===== config.mk =====
export PLATFORM = sky130hd
export DESIGN_NAME = ysyx_24090012_lsu
export DESIGN_NICKNAME = d
export VERILOG_FILES = /design/src/rtl/ysyx_24090012_lsu.sv
export SDC_FILE = /design/constraint.sdc
export NUM_CORES = 1
export LEC_CHECK = 0
export CORE_MARGIN = 5
export CORE_UTILIZATION = 25
export DETAILED_ROUTE_END_ITERATION = 16
export PLACE_DENSITY = 0.48
export SETUP_SLACK_MARGIN = 0.2
export SLEW_MARGIN = 5
export SYNTH_ARGS = -nofsm -noshare
export SYNTH_HDL_FRONTEND = slang
export SYNTH_SLANG_ARGS = --single-unit
export TNS_END_PERCENT = 5

===== constraint.sdc =====
create_clock -name clk -period 6.2 [get_ports clk]
set_input_delay 0.62 -clock clk [delete_from_list [all_inputs] [get_ports clk]]
set_output_delay 0.62 -clock clk [all_outputs]
set_load 0.005 [all_outputs]

===== src/rtl/ysyx_24090012_lsu.sv =====
// Load/store unit between EXU and WBU: one word-bus transaction per load/store,
// aligned sign/zero-extended loads, pass-through of ALU results for everything else.
module ysyx_24090012_lsu #(
  parameter int unsigned TIMEOUT_CYC = 255
) (
  input  logic        clk,
  input  logic        rst,
  input  logic        exu_valid,
  output logic        exu_ready,
  input  logic [31:0] exu_addr,
  input  logic [31:0] exu_wdata,
  input  logic [31:0] exu_rd_data,
  input  logic [31:0] exu_inst,
  output logic        mem_req,
  output logic        mem_we,
  output logic [31:0] mem_addr,
  output logic [31:0] mem_wdata,
  output logic [3:0]  mem_wstrb,
  input  logic        mem_gnt,
  input  logic        mem_rvalid,
  input  logic [31:0] mem_rdata,
  output logic        wbu_valid,
  input  logic        wbu_ready,
  output logic [31:0] wbu_rd_data,
  output logic [31:0] wbu_inst,
  output logic        lsu_err,
  output logic [31:0] ls_count
);

  localparam int unsigned XLEN  = 32;
  localparam int unsigned CNT_W = 8;
  localparam int unsigned STB_W = 4;
  localparam logic [6:0] OPC_LOAD  = 7'b0000011;
  localparam logic [6:0] OPC_STORE = 7'b0100011;
  localparam logic [CNT_W-1:0] TO_LAST = CNT_W'(TIMEOUT_CYC - 1);

  typedef enum logic [1:0] {
    S_IDLE,
    S_REQ,
    S_WAIT,
    S_DONE
  } state_e;

  state_e            state_q, state_d;
  logic [CNT_W-1:0]  cnt_q, cnt_d;
  logic [1:0]        off_q, off_d;
  logic              is_mem_q, is_mem_d;
  logic              exu_ready_q, exu_ready_d;
  logic              mem_req_q, mem_req_d;
  logic              mem_we_q, mem_we_d;
  logic [XLEN-1:0]   mem_addr_q, mem_addr_d;
  logic [XLEN-1:0]   mem_wdata_q, mem_wdata_d;
  logic [STB_W-1:0]  mem_wstrb_q, mem_wstrb_d;
  logic              wbu_valid_q, wbu_valid_d;
  logic [XLEN-1:0]   wbu_rd_data_q, wbu_rd_data_d;
  logic [XLEN-1:0]   wbu_inst_q, wbu_inst_d;
  logic              lsu_err_q, lsu_err_d;
  logic [XLEN-1:0]   ls_count_q, ls_count_d;

  // Decode of the instruction currently offered by the EXU
  logic [6:0]       opc_c;
  logic [2:0]       f3_c;
  logic             is_load_c, is_store_c, f3_ok_c, aligned_c, mem_ok_c;
  logic [STB_W-1:0] st_wstrb_c;
  logic [XLEN-1:0]  st_wdata_c;

  assign opc_c      = exu_inst[6:0];
  assign f3_c       = exu_inst[14:12];
  assign is_load_c  = (opc_c == OPC_LOAD);
  assign is_store_c = (opc_c == OPC_STORE);
  assign mem_ok_c   = (is_load_c || is_store_c) && f3_ok_c && aligned_c;

  always_comb begin
    f3_ok_c    = 1'b0;
    aligned_c  = 1'b1;
    st_wstrb_c = 4'b1111;
    st_wdata_c = exu_wdata;
    if (is_load_c) begin
      f3_ok_c = (f3_c inside {3'b000, 3'b001, 3'b010, 3'b100, 3'b101});
    end else if (is_store_c) begin
      f3_ok_c = (f3_c inside {3'b000, 3'b001, 3'b010});
    end
    case (f3_c[1:0])
      2'b00: begin
        st_wstrb_c = 4'b0001 << exu_addr[1:0];
        st_wdata_c = {4{exu_wdata[7:0]}};
      end
      2'b01: begin
        aligned_c  = ~exu_addr[0];
        st_wstrb_c = 4'b0011 << {exu_addr[1], 1'b0};
        st_wdata_c = {2{exu_wdata[15:0]}};
      end
      2'b10: aligned_c = (exu_addr[1:0] == 2'b00);
      default: ;
    endcase
  end

  // Load lane extraction and extension from the latched offset/funct3
  logic [7:0]      ld_byte_c;
  logic [15:0]     ld_half_c;
  logic [XLEN-1:0] ld_data_c;

  assign ld_byte_c = 8'(mem_rdata >> {off_q, 3'b000});
  assign ld_half_c = 16'(mem_rdata >> {off_q[1], 4'b0000});

  always_comb begin
    case (wbu_inst_q[14:12])
      3'b000:  ld_data_c = {{24{ld_byte_c[7]}}, ld_byte_c};
      3'b100:  ld_data_c = {24'b0, ld_byte_c};
      3'b001:  ld_data_c = {{16{ld_half_c[15]}}, ld_half_c};
      3'b101:  ld_data_c = {16'b0, ld_half_c};
      default: ld_data_c = mem_rdata;
    endcase
  end

  always_comb begin
    state_d       = state_q;
    cnt_d         = cnt_q;
    off_d         = off_q;
    is_mem_d      = is_mem_q;
    mem_we_d      = mem_we_q;
    mem_addr_d    = mem_addr_q;
    mem_wdata_d   = mem_wdata_q;
    mem_wstrb_d   = mem_wstrb_q;
    wbu_rd_data_d = wbu_rd_data_q;
    wbu_inst_d    = wbu_inst_q;
    lsu_err_d     = lsu_err_q;
    ls_count_d    = ls_count_q;

    case (state_q)
      S_IDLE: begin
        if (exu_valid) begin
          wbu_inst_d = exu_inst;
          off_d      = exu_addr[1:0];
          is_mem_d   = mem_ok_c;
          lsu_err_d  = (is_load_c || is_store_c) && !mem_ok_c;
          if (mem_ok_c) begin
            mem_we_d      = is_store_c;
            mem_addr_d    = {exu_addr[31:2], 2'b00};
            mem_wdata_d   = is_store_c ? st_wdata_c : '0;
            mem_wstrb_d   = is_store_c ? st_wstrb_c : '0;
            wbu_rd_data_d = '0;
            cnt_d         = '0;
            state_d       = S_REQ;
          end else begin
            wbu_rd_data_d = (is_load_c || is_store_c) ? '0 : exu_rd_data;
            state_d       = S_DONE;
          end
        end
      end
      S_REQ: begin
        cnt_d = cnt_q + CNT_W'(1);
        if (cnt_q == TO_LAST) begin
          lsu_err_d     = 1'b1;
          wbu_rd_data_d = '0;
          state_d       = S_DONE;
        end else if (mem_gnt) begin
          // A response arriving with the grant is not a response to this request
          state_d = S_WAIT;
        end
      end
      S_WAIT: begin
        cnt_d = cnt_q + CNT_W'(1);
        if (mem_rvalid) begin
          wbu_rd_data_d = mem_we_q ? '0 : ld_data_c;
          state_d       = S_DONE;
        end else if (cnt_q == TO_LAST) begin
          lsu_err_d     = 1'b1;
          wbu_rd_data_d = '0;
          state_d       = S_DONE;
        end
      end
      S_DONE: begin
        if (wbu_ready) begin
          if (is_mem_q && !lsu_err_q) ls_count_d = ls_count_q + XLEN'(1);
          state_d = S_IDLE;
        end
      end
      default: state_d = S_IDLE;
    endcase

    exu_ready_d = (state_d == S_IDLE);
    mem_req_d   = (state_d == S_REQ);
    wbu_valid_d = (state_d == S_DONE);
  end

  always_ff @(posedge clk or posedge rst) begin
    if (rst) begin
      state_q       <= S_IDLE;
      cnt_q         <= '0;
      off_q         <= '0;
      is_mem_q      <= 1'b0;
      exu_ready_q   <= 1'b0;
      mem_req_q     <= 1'b0;
      mem_we_q      <= 1'b0;
      mem_addr_q    <= '0;
      mem_wdata_q   <= '0;
      mem_wstrb_q   <= '0;
      wbu_valid_q   <= 1'b0;
      wbu_rd_data_q <= '0;
      wbu_inst_q    <= '0;
      lsu_err_q     <= 1'b0;
      ls_count_q    <= '0;
    end else begin
      state_q       <= state_d;
      cnt_q         <= cnt_d;
      off_q         <= off_d;
      is_mem_q      <= is_mem_d;
      exu_ready_q   <= exu_ready_d;
      mem_req_q     <= mem_req_d;
      mem_we_q      <= mem_we_d;
      mem_addr_q    <= mem_addr_d;
      mem_wdata_q   <= mem_wdata_d;
      mem_wstrb_q   <= mem_wstrb_d;
      wbu_valid_q   <= wbu_valid_d;
      wbu_rd_data_q <= wbu_rd_data_d;
      wbu_inst_q    <= wbu_inst_d;
      lsu_err_q     <= lsu_err_d;
      ls_count_q    <= ls_count_d;
    end
  end

  assign exu_ready   = exu_ready_q;
  assign mem_req     = mem_req_q;
  assign mem_we      = mem_we_q;
  assign mem_addr    = mem_addr_q;
  assign mem_wdata   = mem_wdata_q;
  assign mem_wstrb   = mem_wstrb_q;
  assign wbu_valid   = wbu_valid_q;
  assign wbu_rd_data = wbu_rd_data_q;
  assign wbu_inst    = wbu_inst_q;
  assign lsu_err     = lsu_err_q;
  assign ls_count    = ls_count_q;

endmodule


==> flow_summary.json <==
{
  "fp.dieH_um": 197.8,
  "hold_violations": 0,
  "ys.flop_type": "dfrtp_1",
  "layout-drive-gt1-share": 0.1100,
  "power_density_nw_per_um2": 368.0,
  "cts_hold_buf": 0,
  "r2r_cells": 5,
  "row_count": 68,
  "start_util": 0.2539,
  "crit_required_ps": 6550,
  "placed_cell_area_um2": 12510,
  "yosysTopAreaCell": "dfrtp_1",
  "max-slew-margin-rel": 0.2907,
  "synth_most_common_cell": "dfrtp_1",
  "antenna_found_initial": 3,
  "slew_viol_final": 0,
  "clk_latency_ps": 440,
  "r2r-end": "mem_wdata[11]$_DFFE_PP0P_",
  "fin_area_um2": 13070,
  "die_w_um": 197.8,
  "fin_nets": 1291,
  "grt_pass1_wl_um": 48000,
  "whs_path_depth": 1,
  "cts_tree": "yes",
  "max_cap_violations": 0,
  "worstHoldStart": "ls_count[31]$_DFFE_PP0P_",
  "fillers": 3531,
  "skew_ps": 13.40,
  "drc": 0,
  "p_leak_uw": 0.005606,
  "worst_pin_slew_ps": 1061,
  "routed_wl_um": 31370,
  "crit_fanout": 25,
  "vdd_drop_max_uv": 214.7,
  "critPathKind": "in2reg",
  "yosys.cell_types.count": 63,
  "worstSetupEndpointType": "flop",
  "clock_path_buffers": 2,
  "gp_congestion": 0.8085,
  "io_buffers": 332,
  "grt_overflow": 0,
  "power.total_uw": 4809,
  "slowest_delay_ps": 750,
  "dp_hpwl_um": 23130,
  "async_reset_ff_frac": 1.000,
  "ys_top_cells_by_count": "dfrtp_1 (180), nand2_1 (91), o21ai_0 (51)",
  "ys_seq_area_frac": 0.5110,
  "firstDrtPassIters": 5,
  "crit_chain": "clkdlybuf4s50_1 -> inv_1 -> ha_1 -> o2bb2ai_2 -> a211o_1 -> nor2_1 -> nand3_1 -> o21ai_1",
  "tns_ps": 0,
  "grt_pass1_vias": 7841,
  "io_pins": 335,
  "slowest_stage": "nand3_1",
  "synth_edf_count": 0,
  "hp-class": "reg2reg",
  "post_cts_buffers": 0,
  "ant_nets": 0,
  "syn_area_um2": 8815,
  "run_status": "completed",
  "finalCritPeriodShare": 0.5195,
  "root_buffer": "clkbuf_16",
  "dieArea_um2": 39120,
  "synth_seq_cells": 180,
  "drt_iter0_drc": 525,
  "fin_cells": 1584,
  "cp.arrival_ps": 3570,
  "numCtsBuffers": 17,
  "fin_crit_ps": 3221,
  "netlist_instances": 807,
  "dp_cells": 1551,
  "grt_max_degree": 124,
  "rsz0062_at_grt": "false",
  "wl_per_cell_um": 19.80,
  "cp-start-kind": "input port",
  "fmax_mhz": 310.5,
  "core-area_um2": 34710,
  "syn2layout_area_growth_pct": 48.26,
  "yosys-top-cells-area": "dfrtp_1 (51%), mux2_4 (5.1%), mux2_2 (4.1%), nand2_1 (3.9%), o21ai_0 (2.9%)",
  "yosys_warnings": 0,
  "postSynthAreaPerCell_um2": 10.92,
  "grtUsageTotal": 0.1575,
  "cts.clk_slew.worst_paths_ps": 70,
  "r2r_setup_slack_ps": 3150,
  "setup_violations": 0,
  "post_cts_resized": 0,
  "htree_levels": 4,
  "cts_sinks": 180,
  "reg2reg_from": "state_q[0]$_DFF_PP0_",
  "viasPerCell": 4.759,
  "min_to": "ls_count[31]$_DFFE_PP0P_",
  "synth.top_cell.area_share": 0.5110,
  "via_count": 7539
}
report_power, final:
part / total (µW) / switching, µW / leakage [µW] / internal [µW]
sequential: 1670 / 233 / 0.00237 / 1440
combinational: 2070 / 1020 / 0.00297 / 1050
clock: 1060 / 507 / 0.000262 / 555
critical path, delay by kind of cell:
family / cells / cell delay [ps]
simple gates: 2 / 870
compound gates: 3 / 830
buf+inv: 2 / 700
fa+ha+maj: 1 / 530
state kept, by name, summed over array words and instances, names as in the netlist:
name	flops
wbu_valid	1
wbu_rd_data	32
mem_req	1
exu_ready	1
wbu_inst	32
off_q	2
mem_wdata	32
ls_count	32
mem_addr	30
mem_wstrb	4
lsu_err	1
state_q	2
is_mem_q	1
cnt_q	8
mem_we	1
metrics by stage:
step	utilization	worst slack [ps]	hold WS, ps
4_1_cts	0.3763	2917	478.4
6_report	0.3765	2979	470.6
5_1_grt	0.3765	2700	497.1
3_3_place_gp	0.3604	2568	457.9
2_1_floorplan	-	693.0	448.0
3_5_place_dp	0.3604	2415	468.0
cell usage in the layout, fill, tap and decap left out, types with 4 or more instances in the layout:
master	instances
ha_1	10
mux2_4	30
nand2_1	91
nand2b_1	7
a221oi_2	10
o21ai_1	30
a211oi_1	16
nand4_1	4
nor2b_1	10
o31ai_1	4
dfrtp_1	180
a221oi_1	10
clkbuf_16	17
nor3_1	23
inv_1	18
inv_6	4
o22ai_1	5
a22oi_1	10
and3_1	17
a21oi_1	12
and4_1	7
o21ai_0	51
nand3_1	19
xnor2_1	14
mux2_2	32
mux2i_1	7
clkinvlp_4	4
buf_4	6
a221o_1	7
a22o_1	14
a32o_1	4
clkdlybuf4s50_1	332
a31oi_1	6
nor2_1	41
xor2_1	17
how the worst max path moves through the flow:
stage                 startpoint                   endpoint  slack, ps  depth (start not counted)
finish              exu_inst[13]  mem_wdata[11]$_DFFE_PP0P_       2980                          8
global route        exu_inst[13]  mem_wdata[23]$_DFFE_PP0P_       2700                          8
CTS                 exu_inst[13]  mem_wdata[19]$_DFFE_PP0P_       2920                          8
detailed placement  exu_inst[13]  mem_wdata[19]$_DFFE_PP0P_       2420                          8
global placement    exu_inst[13]  mem_wdata[27]$_DFFE_PP0P_       2570                          8
floorplan                    rst       cnt_q[0]$_DFFE_PP0P_        690                          1
cell families after synthesis:
group | after synthesis | share of synthesized area
other cells | 1 | 0.0004254
fa+ha+maj | 10 | 0.01419
flops | 180 | 0.5110
xor+xnor | 31 | 0.03080
compound gates | 204 | 0.1664
mux | 73 | 0.1092
buf+inv | 70 | 0.03875
simple gates | 238 | 0.1293
per-layer routing:
layer  global-route usage  routed length, µm  vias up
li1                     -                  -     3548
met1               0.2084              13830     3716
met2               0.2482              14710      243
met3              0.04969               2196       30
met4              0.04667                629        2
met5                    0                  7        -
area by class of cell:
| cell class | count | area (µm²) | area share |
|---|---|---|---|
| Sequential cell | 180 | 4504 | 0.3447 |
| Multi-Input combinational cell | 558 | 3986 | 0.3050 |
| Timing Repair Buffer | 338 | 3368 | 0.2577 |
| Tap cell | 455 | 569.3 | 0.04356 |
| Clock buffer | 17 | 425.4 | 0.03255 |
| Clock inverter | 14 | 127.6 | 0.009765 |
| Inverter | 20 | 82.58 | 0.006319 |
| Antenna cell | 2 | 5.005 | 0.0003830 |
No activity file was read; power rests on OpenSTA's default activity.
